`src/rtl/gen3_descramble_sequencer_pkg.sv`:
```
// Shared types and constants for the RX descrambler sequencer.
// Holds the block classes, the sync header codes, the ordered-set identifiers,
// the 8b/10b K codes and small helpers that decode the PIPE datapath width.
package gen3_descramble_sequencer_pkg;

  localparam int unsigned SymPerBlock = 16;
  localparam int unsigned BlkCntW     = 4;

  typedef enum logic [2:0] {
    BtNone    = 3'd0,
    BtData    = 3'd1,
    BtEieos   = 3'd2,
    BtSkp     = 3'd3,
    BtTs      = 3'd4,
    BtOtherOs = 3'd5,
    BtErr     = 3'd6
  } block_type_e;

  typedef enum logic [0:0] {
    StIdle    = 1'b0,
    StInBlock = 1'b1
  } state_e;

  localparam logic [1:0] SyncData = 2'b01;
  localparam logic [1:0] SyncOs   = 2'b10;

  localparam logic [7:0] OsIdEieos = 8'h00;
  localparam logic [7:0] OsIdSkp   = 8'hAA;
  localparam logic [7:0] OsIdTs1   = 8'h1E;
  localparam logic [7:0] OsIdTs2   = 8'h2D;
  localparam logic [7:0] OsIdEios  = 8'h66;
  localparam logic [7:0] OsIdSds   = 8'hE1;
  localparam logic [7:0] OsIdFts   = 8'h55;

  localparam logic [7:0] KCom = 8'hBC;
  localparam logic [7:0] KSkp = 8'h1C;

  // Symbols per beat; unsupported widths give zero lanes.
  function automatic logic [2:0] lanes_of_width(input logic [5:0] width);
    case (width)
      6'd8:    return 3'd1;
      6'd16:   return 3'd2;
      6'd32:   return 3'd4;
      default: return 3'd0;
    endcase
  endfunction

  function automatic logic [3:0] lane_mask(input logic [2:0] n_lanes);
    case (n_lanes)
      3'd1:    return 4'b0001;
      3'd2:    return 4'b0011;
      3'd4:    return 4'b1111;
      default: return 4'b0000;
    endcase
  endfunction

  function automatic logic [1:0] lfsr_sel_of_width(input logic [5:0] width);
    case (width)
      6'd16:   return 2'd1;
      6'd32:   return 2'd2;
      default: return 2'd0;
    endcase
  endfunction

endpackage

```
`src/rtl/gen3_descramble_sequencer_if.sv`:
```
// PIPE RX side inputs and descrambler control outputs of the sequencer.
// slave: the sequencer (consumes PIPE RX, drives LFSR controls).
// master: the environment driving PIPE RX and observing the controls.
interface gen3_descramble_sequencer_if;
  logic [2:0]  gen;
  logic [5:0]  pipe_width;
  logic        turn_off;
  logic        pipe_data_valid;
  logic        pipe_start_block;
  logic [1:0]  pipe_sync_header;
  logic [31:0] pipe_data;
  logic [3:0]  pipe_data_k;
  logic [1:0]  lfsr_sel;
  logic [3:0]  advance;
  logic [3:0]  descramble_en;
  logic        lfsr_reset;
  logic [2:0]  block_type;
  logic [3:0]  symbol_index;
  logic        block_error;

  modport slave (
    input  gen, pipe_width, turn_off, pipe_data_valid, pipe_start_block,
           pipe_sync_header, pipe_data, pipe_data_k,
    output lfsr_sel, advance, descramble_en, lfsr_reset, block_type,
           symbol_index, block_error
  );

  modport master (
    output gen, pipe_width, turn_off, pipe_data_valid, pipe_start_block,
           pipe_sync_header, pipe_data, pipe_data_k,
    input  lfsr_sel, advance, descramble_en, lfsr_reset, block_type,
           symbol_index, block_error
  );
endinterface

```
`src/rtl/gen3_descramble_sequencer_os_classifier.sv`:
```
// Combinational block classifier.
// sync_header_i : 128b/130b sync header of the start beat
// sym0_i        : lane-0 symbol of the start beat
// block_type_o  : decoded class; unknown headers/identifiers decode as BtErr
module gen3_descramble_sequencer_os_classifier
  import gen3_descramble_sequencer_pkg::*;
(
  input  logic [1:0]  sync_header_i,
  input  logic [7:0]  sym0_i,
  output block_type_e block_type_o
);

  always_comb begin
    block_type_o = BtErr;
    case (sync_header_i)
      SyncData: block_type_o = BtData;
      SyncOs: begin
        case (sym0_i)
          OsIdEieos:                  block_type_o = BtEieos;
          OsIdSkp:                    block_type_o = BtSkp;
          OsIdTs1, OsIdTs2:           block_type_o = BtTs;
          OsIdEios, OsIdSds, OsIdFts: block_type_o = BtOtherOs;
          default:                    block_type_o = BtErr;
        endcase
      end
      default: block_type_o = BtErr;
    endcase
  end

endmodule

```
`src/rtl/gen3_descramble_sequencer.sv`:
```
// RX descrambler sequencer.
// Tracks 128b/130b block boundaries and symbol position, classifies each block
// and drives per-lane LFSR advance / descramble enable plus the LFSR reseed
// pulse. For gen < 3 it applies 8b/10b rules (COM reseed, SKP hold, K bypass).
// Ports: clk, reset (sync, active-low), bus (slave modport: PIPE RX in,
// lfsr_sel/advance/descramble_en/lfsr_reset/block_type/symbol_index/block_error out).
module gen3_descramble_sequencer
  import gen3_descramble_sequencer_pkg::*;
#(
  parameter int unsigned SymPerBlockP = SymPerBlock,
  parameter int unsigned BlkCntWP     = BlkCntW
) (
  input logic                         clk,
  input logic                         reset,
  gen3_descramble_sequencer_if.slave  bus
);

  localparam logic [BlkCntWP:0] BlockEnd = (BlkCntWP + 1)'(SymPerBlockP);

  state_e                state_q, state_d;
  logic [BlkCntWP-1:0]   idx_q, idx_d;
  logic [5:0]            width_q, width_d;
  block_type_e           bt_q, bt_d;
  logic                  lfsr_reset_q, lfsr_reset_d;
  logic                  block_error_q, block_error_d;
  logic [2:0]            gen_q;

  block_type_e           dec_type;
  block_type_e           cur_type;
  logic                  gen3_mode;
  logic                  in_block;
  logic                  start_beat;
  logic                  beat_active;
  logic                  last_beat;
  logic                  com_seen;
  logic [5:0]            eff_width;
  logic [2:0]            n_lanes;
  logic [3:0]            mask;
  logic [BlkCntWP-1:0]   base_idx;
  logic [BlkCntWP:0]     idx_sum;
  logic [3:0]            adv;
  logic [3:0]            en;
  logic [7:0]            lane_sym;

  gen3_descramble_sequencer_os_classifier u_os_classifier (
    .sync_header_i (bus.pipe_sync_header),
    .sym0_i        (bus.pipe_data[7:0]),
    .block_type_o  (dec_type)
  );

  // Beat decode and lane controls.
  always_comb begin
    gen3_mode = (bus.gen >= 3'd3);
    // A generation change abandons the block for this beat already.
    in_block    = (state_q == StInBlock) && (bus.gen == gen_q);
    start_beat  = gen3_mode && bus.pipe_data_valid && bus.pipe_start_block;
    // Width is frozen for a running block; a start beat brings a new width.
    eff_width   = (in_block && !start_beat) ? width_q : bus.pipe_width;
    n_lanes     = lanes_of_width(eff_width);
    mask        = lane_mask(n_lanes);
    cur_type    = start_beat ? dec_type : bt_q;
    base_idx    = (start_beat || !in_block) ? '0 : idx_q;
    idx_sum     = {1'b0, base_idx} + {{(BlkCntWP - 2){1'b0}}, n_lanes};
    last_beat   = (idx_sum == BlockEnd);
    beat_active = bus.pipe_data_valid && (start_beat || in_block);

    adv      = '0;
    en       = '0;
    com_seen = 1'b0;
    lane_sym = '0;
    for (int i = 0; i < 4; i++) begin
      if (gen3_mode) begin
        if (beat_active && mask[i]) begin
          adv[i] = (cur_type != BtSkp) && (cur_type != BtNone);
          // TS symbol 0 (the identifier) is passed through unscrambled.
          en[i]  = (cur_type == BtData) ||
                   ((cur_type == BtTs) && ((base_idx != '0) || (i != 0)));
        end
      end else if (bus.pipe_data_valid && mask[i]) begin
        lane_sym = bus.pipe_data[8*i +: 8];
        adv[i]   = !(bus.pipe_data_k[i] && (lane_sym == KSkp));
        en[i]    = !bus.pipe_data_k[i];
        if (bus.pipe_data_k[i] && (lane_sym == KCom)) begin
          com_seen = 1'b1;
        end
      end
    end
    if (bus.turn_off) begin
      en = '0;
    end
  end

  // Next-state logic.
  always_comb begin
    state_d       = state_q;
    idx_d         = idx_q;
    width_d       = width_q;
    bt_d          = bt_q;
    lfsr_reset_d  = 1'b0;
    block_error_d = 1'b0;

    if (!gen3_mode) begin
      state_d      = StIdle;
      idx_d        = '0;
      lfsr_reset_d = com_seen;
    end else begin
      if (!in_block) begin
        state_d = StIdle;
        idx_d   = '0;
      end
      if (start_beat) begin
        width_d       = bus.pipe_width;
        bt_d          = dec_type;
        block_error_d = in_block || (dec_type == BtErr);
        if (last_beat) begin
          state_d      = StIdle;
          idx_d        = '0;
          lfsr_reset_d = (dec_type == BtEieos);
        end else begin
          state_d = StInBlock;
          idx_d   = idx_sum[BlkCntWP-1:0];
        end
      end else if (in_block && bus.pipe_data_valid) begin
        if (last_beat) begin
          state_d      = StIdle;
          idx_d        = '0;
          lfsr_reset_d = (bt_q == BtEieos);
        end else begin
          idx_d = idx_sum[BlkCntWP-1:0];
        end
      end
    end
  end

  always_ff @(posedge clk) begin
    if (!reset) begin
      state_q       <= StIdle;
      idx_q         <= '0;
      width_q       <= 6'd8;
      bt_q          <= BtNone;
      lfsr_reset_q  <= 1'b0;
      block_error_q <= 1'b0;
      gen_q         <= '0;
    end else begin
      state_q       <= state_d;
      idx_q         <= idx_d;
      width_q       <= width_d;
      bt_q          <= bt_d;
      lfsr_reset_q  <= lfsr_reset_d;
      block_error_q <= block_error_d;
      gen_q         <= bus.gen;
    end
  end

  assign bus.lfsr_sel      = lfsr_sel_of_width(eff_width);
  assign bus.advance       = adv;
  assign bus.descramble_en = en;
  assign bus.lfsr_reset    = lfsr_reset_q;
  assign bus.block_type    = bt_q;
  assign bus.symbol_index  = base_idx;
  assign bus.block_error   = block_error_q;

endmodule

```
`src/flat_wrapper.sv`:
```
// flat-port wrapper written by rule: the top's interface ports become plain ports
module gen3_descramble_sequencer_flat import gen3_descramble_sequencer_pkg::*;
#(
  parameter int unsigned SymPerBlockP = SymPerBlock,
  parameter int unsigned BlkCntWP     = BlkCntW
)
  (clk, reset, bus_gen, bus_pipe_width, bus_turn_off, bus_pipe_data_valid, bus_pipe_start_block, bus_pipe_sync_header, bus_pipe_data, bus_pipe_data_k, bus_lfsr_sel, bus_advance, bus_descramble_en, bus_lfsr_reset, bus_block_type, bus_symbol_index, bus_block_error);
  gen3_descramble_sequencer_if bus_i ();
  input logic clk;
  input logic reset;
  input wire logic [$bits(bus_i.gen)-1:0] bus_gen;
  input wire logic [$bits(bus_i.pipe_width)-1:0] bus_pipe_width;
  input wire logic [$bits(bus_i.turn_off)-1:0] bus_turn_off;
  input wire logic [$bits(bus_i.pipe_data_valid)-1:0] bus_pipe_data_valid;
  input wire logic [$bits(bus_i.pipe_start_block)-1:0] bus_pipe_start_block;
  input wire logic [$bits(bus_i.pipe_sync_header)-1:0] bus_pipe_sync_header;
  input wire logic [$bits(bus_i.pipe_data)-1:0] bus_pipe_data;
  input wire logic [$bits(bus_i.pipe_data_k)-1:0] bus_pipe_data_k;
  output wire logic [$bits(bus_i.lfsr_sel)-1:0] bus_lfsr_sel;
  output wire logic [$bits(bus_i.advance)-1:0] bus_advance;
  output wire logic [$bits(bus_i.descramble_en)-1:0] bus_descramble_en;
  output wire logic [$bits(bus_i.lfsr_reset)-1:0] bus_lfsr_reset;
  output wire logic [$bits(bus_i.block_type)-1:0] bus_block_type;
  output wire logic [$bits(bus_i.symbol_index)-1:0] bus_symbol_index;
  output wire logic [$bits(bus_i.block_error)-1:0] bus_block_error;
  assign bus_i.gen = bus_gen;
  assign bus_i.pipe_width = bus_pipe_width;
  assign bus_i.turn_off = bus_turn_off;
  assign bus_i.pipe_data_valid = bus_pipe_data_valid;
  assign bus_i.pipe_start_block = bus_pipe_start_block;
  assign bus_i.pipe_sync_header = bus_pipe_sync_header;
  assign bus_i.pipe_data = bus_pipe_data;
  assign bus_i.pipe_data_k = bus_pipe_data_k;
  assign bus_lfsr_sel = bus_i.lfsr_sel;
  assign bus_advance = bus_i.advance;
  assign bus_descramble_en = bus_i.descramble_en;
  assign bus_lfsr_reset = bus_i.lfsr_reset;
  assign bus_block_type = bus_i.block_type;
  assign bus_symbol_index = bus_i.symbol_index;
  assign bus_block_error = bus_i.block_error;
  gen3_descramble_sequencer #(.SymPerBlockP(SymPerBlockP), .BlkCntWP(BlkCntWP)) u_core (.clk(clk), .reset(reset), .bus(bus_i));
endmodule
```
`config.mk`:
```
export PLATFORM = sky130hd
export DESIGN_NAME = gen3_descramble_sequencer_flat
export DESIGN_NICKNAME = d
export VERILOG_FILES = /design/src/rtl/gen3_descramble_sequencer_pkg.sv /design/src/rtl/gen3_descramble_sequencer_if.sv /design/src/rtl/gen3_descramble_sequencer_os_classifier.sv /design/src/rtl/gen3_descramble_sequencer.sv /design/src/flat_wrapper.sv
export SDC_FILE = /design/constraint.sdc
export NUM_CORES = 1
export LEC_CHECK = 0
export ABC_AREA = 0
export CAP_MARGIN = 20
export CORE_MARGIN = 3
export CORE_UTILIZATION = 44
export DETAILED_ROUTE_END_ITERATION = 16
export PLACE_DENSITY_LB_ADDON = 0.3
export SLEW_MARGIN = 10
export SYNTH_ARGS = -nofsm -noshare
export SYNTH_HDL_FRONTEND = slang
export SYNTH_HIERARCHICAL = 1
export SYNTH_SLANG_ARGS = --single-unit
```
`constraint.sdc`:
```
create_clock -name clk -period 2.9 [get_ports clk]
set_input_delay 0.29 -clock clk [delete_from_list [all_inputs] [get_ports clk]]
set_output_delay 0.29 -clock clk [all_outputs]
set_load 0.02 [all_outputs]
```
Word-level counts from Yosys, hierarchy flattened
Index checks and enable logic that the tools add are counted.

Register bits after elaboration: 19. Bits of input ports: 52. Output and inout port bits: 19.

$add $sub $neg: 1. $lt $le $gt $ge: 1. Equal/unequal tests: 31. Muxes and demuxes: 55. Reductions and logical operators: 47.

Operators with widths (count): $eq 8x8->1 const B (6); $mux 1 (42); $eq 8x5->1 const B (5); $logic_and 1x1->1 (24); $mux 4 (6); $eq 8x7->1 const B (2); $pmux 3 s4 (1); $pmux 4 s3 (1); $logic_not 1->1 (10); $eq 3x2->1 const B (3); $eq 3x3->1 const B (3); $pmux 3 s3 (1); $eq 8x6->1 const B (1); $logic_not 8->1 (1); $eq 3x1->1 const B (2); $eq 6x4->1 const B (1); $eq 6x5->1 const B (1); $eq 6x6->1 const B (1); $mux 6 (1); $pmux 3 s2 (1); $add 4x3->5 (1); $eq 5x5->1 const B (1); $logic_or 1x1->1 (5); $pmux 2 s2 (1); other kinds (13) (14).

Longest topological paths before layout
Gate-level depths: netlist (run 1).

Word-level depth: 19. Mapped depth: 12.

By module
Netlist (run 1), hierarchy kept.

Modules (own cells, without submodules): gen3_descramble_sequencer (times used 1, cells an instance 194, area each 1621.6 um2); gen3_descramble_sequencer_os_classifier (times used 1, cells an instance 25, area each 209.0 um2).

Worst setup path before layout (run 1)
Ideal clock, no wire load.

Path type: register -> register. Start: register u_core.gen_q[0]. End: register u_core.lfsr_reset_q (netlist: u_core/bus.lfsr_reset). Setup time: 0.117 ns. Arrival: 2.382 ns. Path slack: 0.401 ns. Cell stages (with the launch flop): 12. Path through: dfxtp_1 xnor2_2 and4_4 buf_6 nand2_2 o21ai_1 xor2_1 ha_1 a31oi_1 xor2_1 o2bb2ai_1 a32o_1.

Cells in the longest elaborated chain, start to end: 17. Elaborated cells on any way between the ends: 34. Classes of those cells: add/sub: 1; eq/ne: 8; mux: 16; reduce/logical: 9.

RTL lines: start: declaration (RTL line gen3_descramble_sequencer.sv:26) `logic [2:0] gen_q;`; start signal: assignment (RTL line gen3_descramble_sequencer.sv:151) `gen_q <= bus.gen;`; $eq 3x3->1 * (RTL line gen3_descramble_sequencer.sv:55) `in_block = (state_q == StInBlock) && (bus.gen == gen_q);`; $logic_and 1x1->1 * (RTL line gen3_descramble_sequencer.sv:55); $logic_and 1x1->1 (RTL line gen3_descramble_sequencer.sv:58) `eff_width = (in_block && !start_beat) ? width_q : bus.pipe_width;`; $mux 6 (RTL line gen3_descramble_sequencer.sv:58); $eq 6x6->1, or another cell as far along (RTL line gen3_descramble_sequencer_pkg.sv:40) `case (width)`; $pmux 3 s3 (RTL line gen3_descramble_sequencer_pkg.sv:40); $eq 3x3->1, or another cell as far along (RTL line gen3_descramble_sequencer_pkg.sv:49) `case (n_lanes)`; $pmux 4 s3 (RTL line gen3_descramble_sequencer_pkg.sv:49); $logic_and 1x1->1 (RTL line gen3_descramble_sequencer.sv:79) `end else if (bus.pipe_data_valid && mask[i]) begin`; $mux 1 (RTL line gen3_descramble_sequencer.sv:79); $mux 1 (RTL line gen3_descramble_sequencer.sv:83) `if (bus.pipe_data_k[i] && (lane_sym == KCom)) begin`; $mux 1 (RTL line gen3_descramble_sequencer.sv:79); $mux 1 (RTL line gen3_descramble_sequencer.sv:83); $mux 1 (RTL line gen3_descramble_sequencer.sv:79); $mux 1 (RTL line gen3_descramble_sequencer.sv:83); $mux 1 (RTL line gen3_descramble_sequencer.sv:79); $mux 1 * (RTL line gen3_descramble_sequencer.sv:102) `if (!gen3_mode) begin`; end signal: assignment (RTL line gen3_descramble_sequencer.sv:149) `lfsr_reset_q <= lfsr_reset_d;`; end: declaration (RTL line gen3_descramble_sequencer.sv:24) `logic lfsr_reset_q, lfsr_reset_d;`.

Mark *: on every way between the ends. The rest lies on a longest branch, timed or not. A chain may end at the register's enable or synchronous reset.

Worst setup path in the final report (run 1)
Start: input bus_pipe_data[7]. End: output bus_advance[0].

Cells in the longest elaborated chain, start to end: 9. Elaborated cells on any way between the ends: 21. Classes of those cells: eq/ne: 8; mux: 6; reduce/logical: 7.

RTL lines: start: declaration (RTL line flat_wrapper.sv:17) `input wire logic [$bits(bus_i.pipe_data)-1:0] bus_pipe_data;`; $eq 8x7->1, or another cell as far along (RTL line gen3_descramble_sequencer_os_classifier.sv:18) `case (sym0_i)`; $reduce_or 3->1 / $reduce_or 2->1 (equally long branches) (RTL line gen3_descramble_sequencer_os_classifier.sv:18); $pmux 3 s4 * (RTL line gen3_descramble_sequencer_os_classifier.sv:18); $pmux 3 s2 * (RTL line gen3_descramble_sequencer_os_classifier.sv:15) `case (sync_header_i)`; via u_core.dec_type[0] (RTL line gen3_descramble_sequencer.sv:28) `block_type_e dec_type;`; $mux 3 *; $ne 3x2->1 / $reduce_bool 3->1 (equally long branches) (RTL line gen3_descramble_sequencer.sv:74) `adv[i] = (cur_type != BtSkp) && (cur_type != BtNone);`; $logic_and 1x1->1 * (RTL line gen3_descramble_sequencer.sv:74); $mux 1 * (RTL line gen3_descramble_sequencer.sv:73) `if (beat_active && mask[i]) begin`; $mux 1 * (RTL line gen3_descramble_sequencer.sv:72) `if (gen3_mode) begin`; end: declaration (RTL line flat_wrapper.sv:20) `output wire logic [$bits(bus_i.advance)-1:0] bus_advance;`.

The timed path passes the listed nets; every way through them passes the cells marked *.

==> results of run 1 <==
-- power groups by stage --
| stage | registers, W | logic (W) | clock network (W) |
|---|---|---|---|
| 3_5_place_dp | 0.000284 | 0.000247 | 0 |
| 3_3_place_gp | 0.000284 | 0.000242 | 0 |
| 2_1_floorplan | 0.000285 | 0.0000970 | 0 |
| 4_1_cts | 0.000278 | 0.000252 | 0.000200 |
| 6_report | 0.000278 | 0.000259 | 0.000197 |
| 5_1_grt | 0.000279 | 0.000280 | 0.000207 |
-- Yosys cell counts (3+ instances only) --
master    count  area, µm²
nand2b_1      7       43.8
and4bb_2      7       87.6
nor2_1       12       45.0
a211oi_1      3       22.5
nand3_1       6       30.0
inv_1         5       18.8
o41ai_1       3       26.3
nand2_1      25       93.8
nor2b_1       9       56.3
ha_1          5       62.6
a21boi_0      5       37.5
xnor2_2       3       48.8
xor2_1        4       35.0
clkbuf_1      4       15.0
o21ai_0       5       25.0
nor4_1        5       31.3
nand4b_1      5       43.8
and3_1        5       31.3
dfxtp_1      19        380
and2_1        5       31.3
a31oi_1       4       25.0
o21ai_1       6       30.0
a21oi_1      10       50.1
-- sequential cells by signal, indices dropped and copies added, names as in the netlist --
signal / cells
u_core/idx_q: 4
u_core/bus.lfsr_reset: 1
u_core/gen_q: 3
u_core/bus.block_type: 3
u_core/width_q: 6
u_core/bus.block_error: 1
u_core/state_q: 1
-- worst max path at each step --
| stage | from | end | slack, ns | depth (start not counted) |
|---|---|---|---|---|
| floorplan | u_core/gen_q[0] | u_core/bus.lfsr_reset | 0.40 | 11 |
| global placement | bus_pipe_data[1] | bus_descramble_en[1] | -0.33 | 10 |
| detailed placement | bus_pipe_data[4] | bus_advance[0] | -0.43 | 10 |
| CTS | bus_pipe_data[4] | bus_advance[3] | 0.0004 | 10 |
| global route | bus_pipe_data[6] | bus_descramble_en[2] | -0.02 | 10 |
| finish | bus_pipe_data[7] | bus_advance[0] | 0.08 | 10 |
-- metrics by stage --
stage | utilization (%) | instances | hold slack, ns
final | 79.4 | 387 | 0.334
after global routing | 79.4 | 387 | 0.350
after CTS | 77.9 | 386 | 0.481
after detailed placement | 76.6 | 381 | 0.472
after global placement | 76.6 | 381 | 0.460
after floorplan | - | 219 | 0.412
-- layer usage --
layer	global-route usage (%)	wire length (µm)	up-vias
li1	-	-	1087
met1	29.1	2570	1050
met2	42.1	2970	86
met3	2.30	325	4
met4	4.26	30	0
met5	0	0	-
-- repair_timing --
item	CTS	global route
endpoints found under the setup margin	11	12
setup buffers	1	1
pin swaps	2	11
resized for setup	34	27
hold buffers	0	0
-- tightest hold or removal path, stage by stage --
cell and delay (ns):
dlymetal6s2s_1 0.14, nand2_1 0.06, a21boi_0 0.07
-- kinds of logic (layout without fill, tap and decap cells) --
group                    count (synthesis)  count (layout)  share of synthesized area [%]
buffers and inverters                   11             131                           3.08
adder cells (fa/ha/maj)                  5               5                           3.42
AND/OR/NAND/NOR                        109             109                           40.5
XOR/XNOR                                 9               9                           5.54
flip-flops                              19              19                           20.8
AO/OA/AOI/OAI                           63              63                           24.9
multiplexers                             3               3                           1.85
-- cell type report --
type                    count  area (µm²)
multi-input cells         189        1450
inverters                   5        18.8
well taps                  48        60.1
fillers                   260         788
flip-flops and latches     19         380
clock buffers               3        41.3
clock inverters             1        7.51
repair buffers            122        1080
==> summary.md, run 1 <==
| Metric | Value |
|---|---|
| Commonest non-fill, non-tap cells in the layout | `buf_4 (56), clkdlybuf4s50_1 (53), nand2_1 (25)` |
| Die width | `approximately 71 µm` |
| Setup TNS | `0 ns` |
| Overflow after GRT | `0` |
| Layout cell share with drive strength beyond 1 | `a little under a third` |
| DRT Wirelength | `slightly below 6 mm` |
| Tmin final | `2.82 ns` |
| Commonest non-fill, non-tap cell in the layout | `buf_4` |
| Clock Skew | `0.00315 ns` |
| Final Max Slew Viols | `0` |
| CTS max path bufs | `2` |
| Worst r2r src | `u_core/gen_q[0]` |
| Syn nets | `around 280` |
| Area grow syn2layout | `66.0%` |
| Switch share | `just under 30%` |
| CP Launch Type | `input port` |
| Reg-to-reg endpoint | `u_core/bus.lfsr_reset` |
| Vias per inst | `about 5.8` |
| Crit share post-route | `97.3%` |
| Register share of total power | `a little under two fifths` |
| Final setup viols | `0` |
| Clk Latency, worst-skew pair | `0.26 ns` |
| CTS root buffer | `clkbuf_8` |
| Iter 0 DRT Violations | `around 160` |
| Worst path buffer plus inverter count | `3` |
| Finished Cell Area | `between 0.003 and 0.004 mm²` |
| Mean Syn Cell Area | `8.36 µm²` |
| TritonCTS buffer count | `3` |
| Ports | `~70` |
| Die ar. | `just under 0.005 mm²` |
| Combinational Power Share | `between 30% and 40%` |
| Clk slew on worst S/H paths | `around 0.08 ns` |
| CP Class | `in2out` |
| Status | `complete, no violations` |
| Number of H-tree levels | `1` |
| Clock share of power | `26.9%` |
| Number of synthesized register bits | `19` |
| Die height | `~71 µm` |
| Fin. Hold Viols | `0` |
| FP Rows | `22` |
| GR Util All Layers | `between 20% and 30%` |
| Cell Pwr Density | `242 mW/mm²` |
| Post-synth top flop | `dfxtp_1` |
| Initial antenna violation count | `0` |
| R2R cell count | `10` |
| Antenna Diode Count | `0` |
| Vias in the first global route | `around 2200` |
| Post-synth EDFFs | `0` |
| Worst setup EP type | `output port` |
| Synth warnings | `6` |
| Crit path max fanout | `5` |
| Data arrival, critical path | `approximately 2.5 ns` |
| Relative slew slack | `about two thirds` |
| Drt wl/cell | `around 15 µm` |
| Pwr Total | `~0.00073 W` |
| Worst hold path stage count | `3` |
| Drt first pass iters | `4` |
| Largest net degree at the start of global routing | `16` |
| Post-DP HPWL | `4.60 mm` |
| Worst vdd rail ir drop | `approximately 0.25 mV` |
| Clk sinks | `19` |
| ANT nets after route | `0` |
| Post-route setup slack | `approximately 0.077 ns` |
| CP max stage cell | `clkdlybuf4s50_1` |
| Worst Max-Slew Pin Slew | `around 0.47 ns` |
| Internal power | `approximately 0.00052 W` |
| Cell Area, Synth | `~0.0018 mm²` |
| CTS tree | `yes` |
| Sw power | `between 0.0002 and 0.00025 W` |
| Routed vias | `~2200` |
| Core area | `~0.0038 mm²` |
| # DRC | `0` |
| Netlist cell types | `65` |
| Pre-CTS WS | `-0.434 ns` |
| CP cell instances | `clkdlybuf4s50_1, and4bb_1, nand2_1, a311oi_2, mux2i_1, buf_4, xnor2_1, a21o_1, a21oi_1, buf_4` |
| Mapped Cells | `roughly 220` |
| Synth async-reset ratio | `0%` |
| Post-DP Area | `approximately 0.0029 mm²` |
| F_max | `around 350 MHz` |
| RePlAce Congestion | `around 0.85` |
| Critical Path RT | `approximately 2.6 ns` |
| R2R setup slack | `0.39 ns` |
| Critical Path Most Common Cell | `buf_4` |
| Final net count | `397` |
| Number of max-cap violations | `0` |
| Crit-path leading delay family | `buffers and inverters` |
| Worst Hold Class | `in2reg` |
| # port buffers | `70` |
| Starting Density | `roughly 48%` |
| Hold path endpoint | `u_core/width_q[0]` |
| CP max stage delay | `approximately 0.50 ns` |
| Global-route wire length before repair | `9.73 mm` |
| HP Start | `bus_pipe_width[0]` |
| Leakage | `1.26 nW` |
| Post-synthesis sequential area ratio | `between 20% and 30%` |
(Power assumes the default switching activity.)
==> inputs of run 2 (changes only) <==
- SKIP_LAST_GASP: default -> 1
==> results of run 2 <==
No change in the layout: final DEF, timing and power equal those of run 1.
